`config.mk`:
```
export PLATFORM = sky130hd
export DESIGN_NAME = pipe_stage_reg
export DESIGN_NICKNAME = d
export VERILOG_FILES = /design/src/rtl/pipe_stage_reg.sv
export SDC_FILE = /design/constraint.sdc
export NUM_CORES = 1
export LEC_CHECK = 0
export CAP_MARGIN = 10
export CORE_ASPECT_RATIO = 1.2
export CORE_MARGIN = 1.5
export CORE_UTILIZATION = 45
export CTS_CLUSTER_DIAMETER = 200
export DETAILED_ROUTE_END_ITERATION = 10
export PLACE_DENSITY = 0.76
export SLEW_MARGIN = 20
export SYNTH_ARGS = -nofsm -noshare
export SYNTH_HDL_FRONTEND = slang
export SYNTH_SLANG_ARGS = --single-unit
```
`constraint.sdc`:
```
create_clock -name clk_i -period 1.6 [get_ports clk_i]
set_input_delay 0.24 -clock clk_i [delete_from_list [all_inputs] [get_ports clk_i]]
set_output_delay 0.24 -clock clk_i [all_outputs]
set_load 0.02 [all_outputs]
```
`src/rtl/pipe_stage_reg.sv`:
```
// Parametrised inter-stage pipeline register.
// Carries a control bundle, NUM_DATA data lanes and a destination register
// index between two CPU pipeline stages. It uses a valid/ready handshake,
// supports a synchronous flush for bubble insertion, and can optionally add
// a two-entry skid buffer so that ready_o comes straight from a flop.
//
// Handshake contract:
//   A beat moves upstream -> stage when valid_i & ready_o & ~flush_i at a
//   rising clk_i edge.
//   A beat moves stage -> downstream when valid_o & ready_i at a rising edge.
//   Once valid_o is high, the stage holds it high with stable ctrl_o, data_o
//   and rd_o until the beat is taken or flushed.
//   An upstream beat that is not accepted must be held by the producer.
//
// State encoding matches count_o, so the FSM state can be observed directly
// on that port: EMPTY=0, FULL=1 (only M valid), SKID=2 (M and S valid).
module pipe_stage_reg #(
   parameter int CTRL_W   = 4,
   parameter int DATA_W   = 32,
   parameter int NUM_DATA = 2,
   parameter int RD_W     = 5,
   parameter int SKID     = 1
) (
   input  logic                       clk_i,
   input  logic                       rst_n_i,
   input  logic                       valid_i,
   output logic                       ready_o,
   input  logic [CTRL_W-1:0]          ctrl_i,
   input  logic [NUM_DATA*DATA_W-1:0] data_i,
   input  logic [RD_W-1:0]            rd_i,
   input  logic                       flush_i,
   output logic                       valid_o,
   input  logic                       ready_i,
   output logic [CTRL_W-1:0]          ctrl_o,
   output logic [NUM_DATA*DATA_W-1:0] data_o,
   output logic [RD_W-1:0]            rd_o,
   output logic [1:0]                 count_o
);

   localparam int LANES_W = NUM_DATA * DATA_W;

   typedef enum logic [1:0] {
      ST_EMPTY = 2'd0,
      ST_FULL  = 2'd1,
      ST_SKID  = 2'd2
   } state_t;

   state_t              r_state;
   state_t              w_state_nxt;
   logic                r_ready;

   // Main entry M drives the outputs; skid entry S holds the overflow beat.
   logic [CTRL_W-1:0]   r_m_ctrl;
   logic [LANES_W-1:0]  r_m_data;
   logic [RD_W-1:0]     r_m_rd;
   logic [CTRL_W-1:0]   r_s_ctrl;
   logic [LANES_W-1:0]  r_s_data;
   logic [RD_W-1:0]     r_s_rd;

   logic                w_in_fire;
   logic                w_out_fire;
   logic                w_load_m_in;
   logic                w_load_m_s;
   logic                w_load_s;

   // Handshake qualifiers; flush suppresses acceptance of the presented beat.
   assign valid_o    = (r_state != ST_EMPTY);
   assign w_in_fire  = valid_i & ready_o & ~flush_i;
   assign w_out_fire = valid_o & ready_i;

   // With the skid buffer, ready_o comes from a flop and never from ready_i.
   // Without it, the stage can accept whenever its single entry is free or
   // is being drained in the same cycle.
   generate
      if (SKID != 0) begin : g_ready_reg
         assign ready_o = r_ready;
      end else begin : g_ready_comb
         assign ready_o = ~valid_o | ready_i;
      end
   endgenerate

   // An invalid stage must never present write enables downstream.
   assign ctrl_o  = valid_o ? r_m_ctrl : '0;
   assign data_o  = r_m_data;
   assign rd_o    = r_m_rd;
   assign count_o = r_state;

   // Next-state and entry-load decode; flush overrides every other event.
   always_comb begin
      w_state_nxt = r_state;
      w_load_m_in = 1'b0;
      w_load_m_s  = 1'b0;
      w_load_s    = 1'b0;
      if (flush_i) begin
         w_state_nxt = ST_EMPTY;
      end else begin
         case (r_state)
            ST_EMPTY: begin
               if (w_in_fire) begin
                  w_state_nxt = ST_FULL;
                  w_load_m_in = 1'b1;
               end
            end
            ST_FULL: begin
               if (w_in_fire && w_out_fire) begin
                  w_state_nxt = ST_FULL;
                  w_load_m_in = 1'b1;
               end else if (w_in_fire) begin
                  // Only reachable with the skid buffer: without it, a full
                  // stage accepts only while ready_i drains M this cycle.
                  if (SKID != 0) begin
                     w_state_nxt = ST_SKID;
                     w_load_s    = 1'b1;
                  end
               end else if (w_out_fire) begin
                  w_state_nxt = ST_EMPTY;
               end
            end
            ST_SKID: begin
               // S is older than anything upstream, so it always refills M
               // before a new beat can enter.
               if (w_out_fire) begin
                  w_state_nxt = ST_FULL;
                  w_load_m_s  = 1'b1;
               end
            end
            default: begin
               w_state_nxt = ST_EMPTY;
            end
         endcase
      end
   end

   // State register plus registered ready, which is high unless S is occupied.
   always_ff @(posedge clk_i or negedge rst_n_i) begin
      if (!rst_n_i) begin
         r_state <= ST_EMPTY;
         r_ready <= 1'b1;
      end else begin
         r_state <= w_state_nxt;
         r_ready <= (w_state_nxt != ST_SKID);
      end
   end

   // Payload storage; flush leaves the payload in place because the
   // cleared state already hides it behind valid_o.
   always_ff @(posedge clk_i or negedge rst_n_i) begin
      if (!rst_n_i) begin
         r_m_ctrl <= '0;
         r_m_data <= '0;
         r_m_rd   <= '0;
         r_s_ctrl <= '0;
         r_s_data <= '0;
         r_s_rd   <= '0;
      end else begin
         if (w_load_m_in) begin
            r_m_ctrl <= ctrl_i;
            r_m_data <= data_i;
            r_m_rd   <= rd_i;
         end else if (w_load_m_s) begin
            r_m_ctrl <= r_s_ctrl;
            r_m_data <= r_s_data;
            r_m_rd   <= r_s_rd;
         end
         if (w_load_s) begin
            r_s_ctrl <= ctrl_i;
            r_s_data <= data_i;
            r_s_rd   <= rd_i;
         end
      end
   end

endmodule

```
==> impl_metrics.py <==
metrics = {
    "detailed_routing": {
        "wl_per_cell_um": 18.45,
        "drtPass1Iterations": 5,
        "num_vias": 4549,
        "drc": 0,
        "drt_wl_total_um": 16150,
        "drt_iter0_drc": 147,
        "ant_nets": 0,
        "vias_per_cell": 5.199,
    },
    "run_status": {
        "outcome": "finished with violations",
        "violations": "setup timing",
    },
    "placement": {
        "place_congestion": 0.7479,
        "port_buffers": 154,
        "placed_area_mm2": 0.008278,
        "dp_hpwl_um": 9839,
        "dpl.cell_count": 820,
        "place_ws_ns": -0.3812,
    },
    "layout": {
        "multiInputGateArea_mm2": 0.002445,
        "regArea_mm2": 0.003732,
        "syn2layout_area_growth_pct": 46.65,
        "n_antenna_cell": 0,
        "layout-drive-gt1-share_pct": 25.43,
        "final_cell_mix": "dfrtp_1 (146), clkdlybuf4s50_1 (76), dlygate4sd2_1 (71), a21oi_1 (70)",
        "final_nets": 771,
        "fillers": 1011,
        "stdcell_count": 875,
        "final_common_cell": "dfrtp_1",
        "fin_area_mm2": 0.009341,
    },
    "hold_path": {
        "min_path_type": "in -> async",
    },
    "yosys": {
        "synth_cells": 493,
        "syn_avg_cell_area_um2": 12.92,
        "synth_cell_types": 22,
        "syn-num-nets": 571,
        "synth_top_area_share_pct": 58.14,
        "ys_warn_count": 0,
        "yosysSeqAreaShare_pct": 58.55,
        "netlist_area_mm2": 0.006370,
        "ys_seq_elements": 149,
        "synthTopCellsByArea": "dfrtp_1 (58%), mux2i_1 (12%), mux2_2 (12%)",
        "yosys.area.top_type": "dfrtp_1",
    },
    "clock_network": {
        "numClockSinks": 149,
        "clockRootBuffer": "clkbuf_16",
        "clkTransAtPathRegs_ns": 0.06,
        "cts_buffer_depth": 2,
        "cts_max_level": 4,
        "worstSkewPairLatency_ns": 0.42,
        "cts_buffers": 17,
        "cts_tree": "built",
    },
    "pwr": {
        "p_per_area_mw_per_mm2": 1235,
        "p_leak_nw": 4.011,
        "ir_drop_mv": 0.8123,
    },
    "global_route": {
        "grt_antenna_before_repair": 1,
        "grt_pass1_wl_um": 24540,
        "gr-total-overflow": 0,
        "grt_pass1_vias": 4901,
        "grt_max_degree": 63,
        "track_usage_pct": 21.09,
    },
    "timing": {
        "min_period_ns": 1.683,
        "clock_skew_ns": 0.007518,
        "slew_violations": 0,
        "tns_ns": -2.620,
        "worst_slack_ns": -0.08318,
        "rsz0062_at_grt": "true",
        "slew-limit-headroom_pct": 63.20,
        "tightest_slew_ns": 0.5520,
        "period_share_pct": 105.2,
        "setup_violations": 85,
        "fmax_mhz": 594.1,
        "finalHoldViolCount": 0,
    },
    "worst_setup_path": {
        "crit_path_top_delay_cell": "dfrtp_2",
        "crit_path_max_incr_delay_ns": 0.43,
        "cp_data_arrival_time_ns": 1.98,
        "crit_path_max_fanout": 8,
        "cp-startpoint": "count_o[0]",
        "path_cells": "nand2b_4 -> nor3b_4 -> buf_6 -> buf_12 -> buf_16 -> mux2i_1 -> a21oi_1",
        "start_kind": "flip-flop",
        "critPathCaptureType": "flip-flop",
        "crit-reg2reg-launch": "count_o[0]",
        "path_buf_inv": 3,
        "crit_type": "reg -> reg",
        "crit_required_ns": 1.89,
        "critical_path.top_delay_family": "buffers and inverters",
    },
    "floorplan": {
        "die_x_um": 111.6,
        "fp-row-count": 47,
        "io_pins": 155,
        "fp.coreArea_mm2": 0.01382,
        "start_util_pct": 46.09,
        "die-area_mm2": 0.01488,
        "die_height_um": 133.3,
    },
    "run": {
        "maxCapViolCount": 0,
    },
}
[cells by family after synthesis]
kind of cell | Yosys count | synth area share (%)
AO/OA/AOI/OAI | 75 | 6.011
AND/OR/NAND/NOR | 87 | 5.932
multiplexers | 148 | 24.69
flip-flops | 149 | 58.55
buffers and inverters | 34 | 4.813
[report_power, final]
group          total [mW]  switching, mW  internal, mW
registers            5.21          0.515          4.70
logic                2.66           1.29          1.37
clock network        3.66           1.42          2.23
[routing by layer]
metal,up-vias,share of wire (%),global-route usage (%)
li1,2123,-,-
met1,2280,39,23.11
met2,132,54,38.21
met3,14,6.0,6.961
met4,0,1.2,7.314
met5,-,0,0
[flip-flops by register name, summed over array words and instances (netlist names)]
signal / flops
data_o: 64
r_s_data: 64
count_o: 2
rd_o: 5
ready_o: 1
r_m_ctrl: 4
r_s_ctrl: 4
r_s_rd: 5
[repair_timing]
action                                  4_1_cts  5_1_grt
hold buffers                                  1        0
hold endpoints to repair                     43        0
pin swaps                                    32       43
gates cloned                                  7        9
resized for setup                           112       31
endpoints found under the setup margin      153      135
buffers inserted                              5        5
[final cells by class]
class                           count  share of cell area (%)
Inverter                            2                 0.08036
Multi-Input combinational cell    311                   26.17
Clock buffer                       25                   5.197
Tap cell                          171                   2.290
Timing Repair Buffer              212                   25.77
Sequential cell                   149                   39.95
Clock inverter                      5                  0.5358
[final timing paths]
check | endpoint | slack [ns] | cells past startpoint
max | rd_o[2] | -0.08 | 7
min | r_s_data[47] | 0.35 | 2
max reg2reg | rd_o[2] | -0.08 | 7
min reg2reg | r_s_data[9] | 0.50 | 1
max in group asynchronous | ready_o | 0.63 | 3
min in group clk_i | data_o[41] | 0.42 | 3
[synthesized netlist by cell type]
| master | number |
|---|---|
| a211o_1 | 1 |
| a21oi_1 | 73 |
| and2_1 | 1 |
| and2b_1 | 1 |
| buf_1 | 7 |
| buf_12 | 7 |
| buf_2 | 4 |
| buf_6 | 8 |
| clkbuf_1 | 6 |
| dfrtp_1 | 148 |
| dfstp_2 | 1 |
| inv_1 | 2 |
| mux2_1 | 7 |
| mux2_2 | 66 |
| mux2i_1 | 75 |
| nand2b_2 | 1 |
| nand3_4 | 1 |
| nand3b_1 | 2 |
| nor2_1 | 76 |
| nor2b_1 | 4 |
| nor3b_2 | 1 |
| o22a_1 | 1 |
[worst register-to-register path: cells and delay by family, from the launching register on]
kind                   cells  cell delay (ns)
buffers and inverters      3             0.46
AOI/OAI and AO/OA          1             0.10
muxes                      1             0.25
and+or+nand+nor            2             0.34
DFF                        1             0.43
[metrics by stage]
step / utilization (%) / power (mW) / hold slack, ns
after floorplan: - / 6.606 / -0.05559
after detailed placement: 59.90 / 8.045 / 0.2469
after global routing: 67.60 / 12.07 / 0.3938
final: 67.60 / 11.53 / 0.3508
after global placement: 59.90 / 7.879 / 0.2366
after CTS: 65.24 / 11.51 / 0.3760
(Power assumes the default switching activity.)
==> RTL edit 1 (same flow settings) <==
Put one more register stage on the output `count_o`. The value now appears one clock later. The other outputs are not delayed to match.
--- a/src/rtl/pipe_stage_reg.sv
+++ b/src/rtl/pipe_stage_reg.sv
@@ -83,7 +83,9 @@
    assign ctrl_o  = valid_o ? r_m_ctrl : '0;
    assign data_o  = r_m_data;
    assign rd_o    = r_m_rd;
-   assign count_o = r_state;
+   always_ff @(posedge clk_i) begin
+      count_o <= r_state;
+   end
 
    // Next-state and entry-load decode; flush overrides every other event.
    always_comb begin
Check against the original RTL: not equivalent (a bounded check fails within 4 cycles, from zero or initial values and one cycle with rst_n_i low).
==> RTL edit 1 against the original RTL <==
The run still ends with setup timing left; total power up 7.7%; cell area up 4.2%; routed wire length rose by 9.3%; first-iteration DRC count up 36%; synthesized area increased by 0.39%; setup slack lost 78 ps; largest power group unchanged; sequential cell count rose by 2; critical path type unchanged; worst hold slack worse by 43 ps; final cell count increased by 0.11%.
==> RTL edit 1: results <==
{
  "outcome": "finished with violations",
  "violations": "setup timing",
  "grtUsageMet2_pct": 34.2,
  "place_area_um2": 8260,
  "drive_gt1_share_pct": 36.6,
  "grt_pass1_vias": 4719,
  "vias_per_cell": 5.33,
  "yosysSeqAreaShare_pct": 59.0,
  "synth_common_cells": "148 x dfrtp_1, 76 x nor2_1, 73 x a21oi_1, 73 x mux2_2, 73 x mux2i_1",
  "dr.first_iter.drc_count": 200,
  "dr.pass1.iters": 4,
  "slew_headroom_pct": 72.0,
  "synth-xor-area-share_pct": 0.137,
  "crit_family": "simple AND/OR/NAND/NOR gates",
  "p_leak_nw": 4.01,
  "yosys-top-cells-area": "dfrtp_1 58%, mux2_2 13%, mux2i_1 11%",
  "grt_max_degree": 67,
  "use_met3_pct": 5.51,
  "p_int_mw": 8.93,
  "synth-compound-area-share_pct": 5.99,
  "synth_mux_area_share_pct": 24.3,
  "finalSetupViolations": 144,
  "dp_cells": 821,
  "synth_cell_types": 21,
  "skew_ps": 7.17,
  "stdcell_count": 876,
  "fill_cells": 968,
  "nNetsFinal": 770,
  "totalNegativeSetupSlack_ps": -10910,
  "synth_cells": 495,
  "fin_ws_ps": -161,
  "arrival_ps": 2070,
  "antenna_found_initial": 0
}
## RTL edit 1: what timing repair did
action / 4_1_cts / 5_1_grt
setup endpoints to repair: 186 / 150
resized for setup: 96 / 147
hold buffers: 1 / 0
gates cloned: 0 / 18
pin swaps: 0 / 2
setup buffers: 3 / 1
hold endpoints to repair: 34 / 0
## RTL edit 1: worst paths after layout
kind,slack (ps),start,cells past startpoint,endpoint
max,-160,r_state[0]$_DFF_PN0_,6,data_o[52]$_DFFE_PN0P_
min,310,rst_n_i,2,data_o[13]$_DFFE_PN0P_
min reg2reg,510,r_s_data[2]$_DFFE_PN0P_,1,r_s_data[2]$_DFFE_PN0P_
max reg2reg,-160,r_state[0]$_DFF_PN0_,6,data_o[52]$_DFFE_PN0P_
max in group asynchronous,720,rst_n_i,3,ready_o$_DFF_PN1_
min in group clk_i,420,ctrl_i[1],3,r_m_ctrl[1]$_DFFE_PN0P_
## RTL edit 1: power by group through the flow
stage / logic (mW) / registers (mW) / clock network [mW]
final: 2.86 / 5.28 / 4.28
after global routing: 3.07 / 5.37 / 4.52
after CTS: 2.52 / 5.25 / 4.35
after detailed placement: 2.73 / 5.31 / 0
after global placement: 2.63 / 5.23 / 0
after floorplan: 1.08 / 5.59 / 0
## RTL edit 1: layer usage
layer,part of all wire [%],vias up
met3,4.5,25
met4,2.0,0
met1,42,2375
met5,0,-
met2,51,127
li1,-,2141
## RTL edit 1: layout make-up
type | count | area, µm² | share of cell area (%)
Sequential cell | 151 | 3770 | 38.8
Multi-Input combinational cell | 312 | 2840 | 29.2
Timing Repair Buffer | 207 | 2250 | 23.1
Clock buffer | 20 | 467 | 4.80
Tap cell | 171 | 214 | 2.20
Clock inverter | 12 | 174 | 1.79
Inverter | 3 | 11.3 | 0.116
==> RTL edit 2 (same settings) <==
Without the edit above. The parameter `NUM_DATA` goes from 2 to 1.
--- a/src/rtl/pipe_stage_reg.sv
+++ b/src/rtl/pipe_stage_reg.sv
@@ -17,7 +17,7 @@
 module pipe_stage_reg #(
    parameter int CTRL_W   = 4,
    parameter int DATA_W   = 32,
-   parameter int NUM_DATA = 2,
+   parameter int NUM_DATA = 1,
    parameter int RD_W     = 5,
    parameter int SKID     = 1
 ) (
Ports: changed (resized data_i and data_o); port bits go from 155 to 91. No check against the original RTL was run, so the function may have changed too.
==> RTL edit 2 against the original RTL <==
The run ends with DRC, setup timing left; routed wire length decreased by 52%; total power decreased by 46%; clock skew grew 1.3 ps; critical path type unchanged; sequential cell count is 64 lower; worst hold slack worse by 30 ps; cell area shrank 44%; first-iteration DRC count decreased by 54%; synthesized cell count down 42%; final cell count fell by 43%; synthesized area fell by 43%; setup slack better by 63 ps; core utilization fell by 0.77 points; via count shrank 44%; combinational power is 42% lower.
==> RTL edit 2: results <==
{
  "totalNegativeSetupSlack_ps": -48.0,
  "drt-met1-wl_um": 3300,
  "cts-root-buf": "clkbuf_8",
  "post-place-ws_ps": -227,
  "core_um2": 7790,
  "slew_headroom_pct": 80.6,
  "fill_cells": 578,
  "wl_met3_um": 343,
  "grtUsageTotal_pct": 17.4,
  "synth.avg_cell_area_um2": 12.7,
  "power.switching_mw": 1.69,
  "syn_nets": 334,
  "clkTransAtPathRegs_ps": 80,
  "crit_end": "data_o[30]$_DFFE_PN0P_",
  "bufAreaShareNonClock_pct": 25.4,
  "fin_ws_ps": -19.7,
  "p_leak_nw": 2.27,
  "dr.first_iter.drc_count": 68,
  "routabilityCongestion": 0.742,
  "clkPwrFrac_pct": 28.2,
  "seq_area_share_pct": 40.9,
  "signal_buffers": 122,
  "grt_max_degree": 55,
  "multi_input_area_share_pct": 26.9,
  "vias": 2538,
  "dp_cells": 470,
  "finalSetupViolations": 7,
  "antenna_found_initial": 0,
  "nNetsFinal": 448,
  "nClkBuffers": 11,
  "ctsHtreeMaxLevel": 3,
  "dr.pass1.iters": 7,
  "post-route-drc-count": 3,
  "place_area_um2": 4760,
  "area_growth_pct": 42.7,
  "p_seq_mw": 2.94,
  "stdcell_count": 498,
  "outcome": "finished with violations",
  "numPortBuffers": 90,
  "whs_ps": 321,
  "wirelength_um": 7780,
  "grt_pass1_vias": 2449,
  "skew_ps": 8.85,
  "violations": "DRC, setup timing",
  "synth_common_cells": "84 x dfrtp_1, 44 x nor2_1, 43 x mux2i_1, 41 x a21oi_1, 32 x mux2_2",
  "drive_gt1_share_pct": 22.7,
  "power_mw": 6.23,
  "vdd_ir_drop_max_mv": 0.819,
  "route.met2.wl_um": 4020,
  "comb.multi_input.count": 182
}
-- RTL edit 2: cells by family (layout without fill, tap and decap cells) --
| family | after synthesis | count (layout) | synth area share [%] |
|---|---|---|---|
| mux | 84 | 84 | 24.4 |
| simple gates | 55 | 55 | 6.72 |
| buf+inv | 21 | 139 | 4.42 |
| flops | 85 | 85 | 58.3 |
| compound gates | 43 | 43 | 6.13 |
-- RTL edit 2: routing by layer --
layer	vias to the layer above	global-route usage, %
met5	-	0
met4	0	7.19
met3	8	4.48
met2	57	29.5
met1	1253	21.3
li1	1220	-
-- RTL edit 2: what timing repair did --
item	CTS	global route
endpoints found under the hold margin	15	0
cloned	0	3
setup buffers	1	8
hold buffers	1	0
pin swaps	2	27
resized for setup	16	30
setup endpoints to repair	11	67
-- RTL edit 2: critical path, stage by stage (launching register included) --
cell and delay (ps):
dfrtp_1 420, buf_4 160, and2b_1 200, nand3b_1 190
buf_4 190, clkbuf_16 200, a21oi_1 170
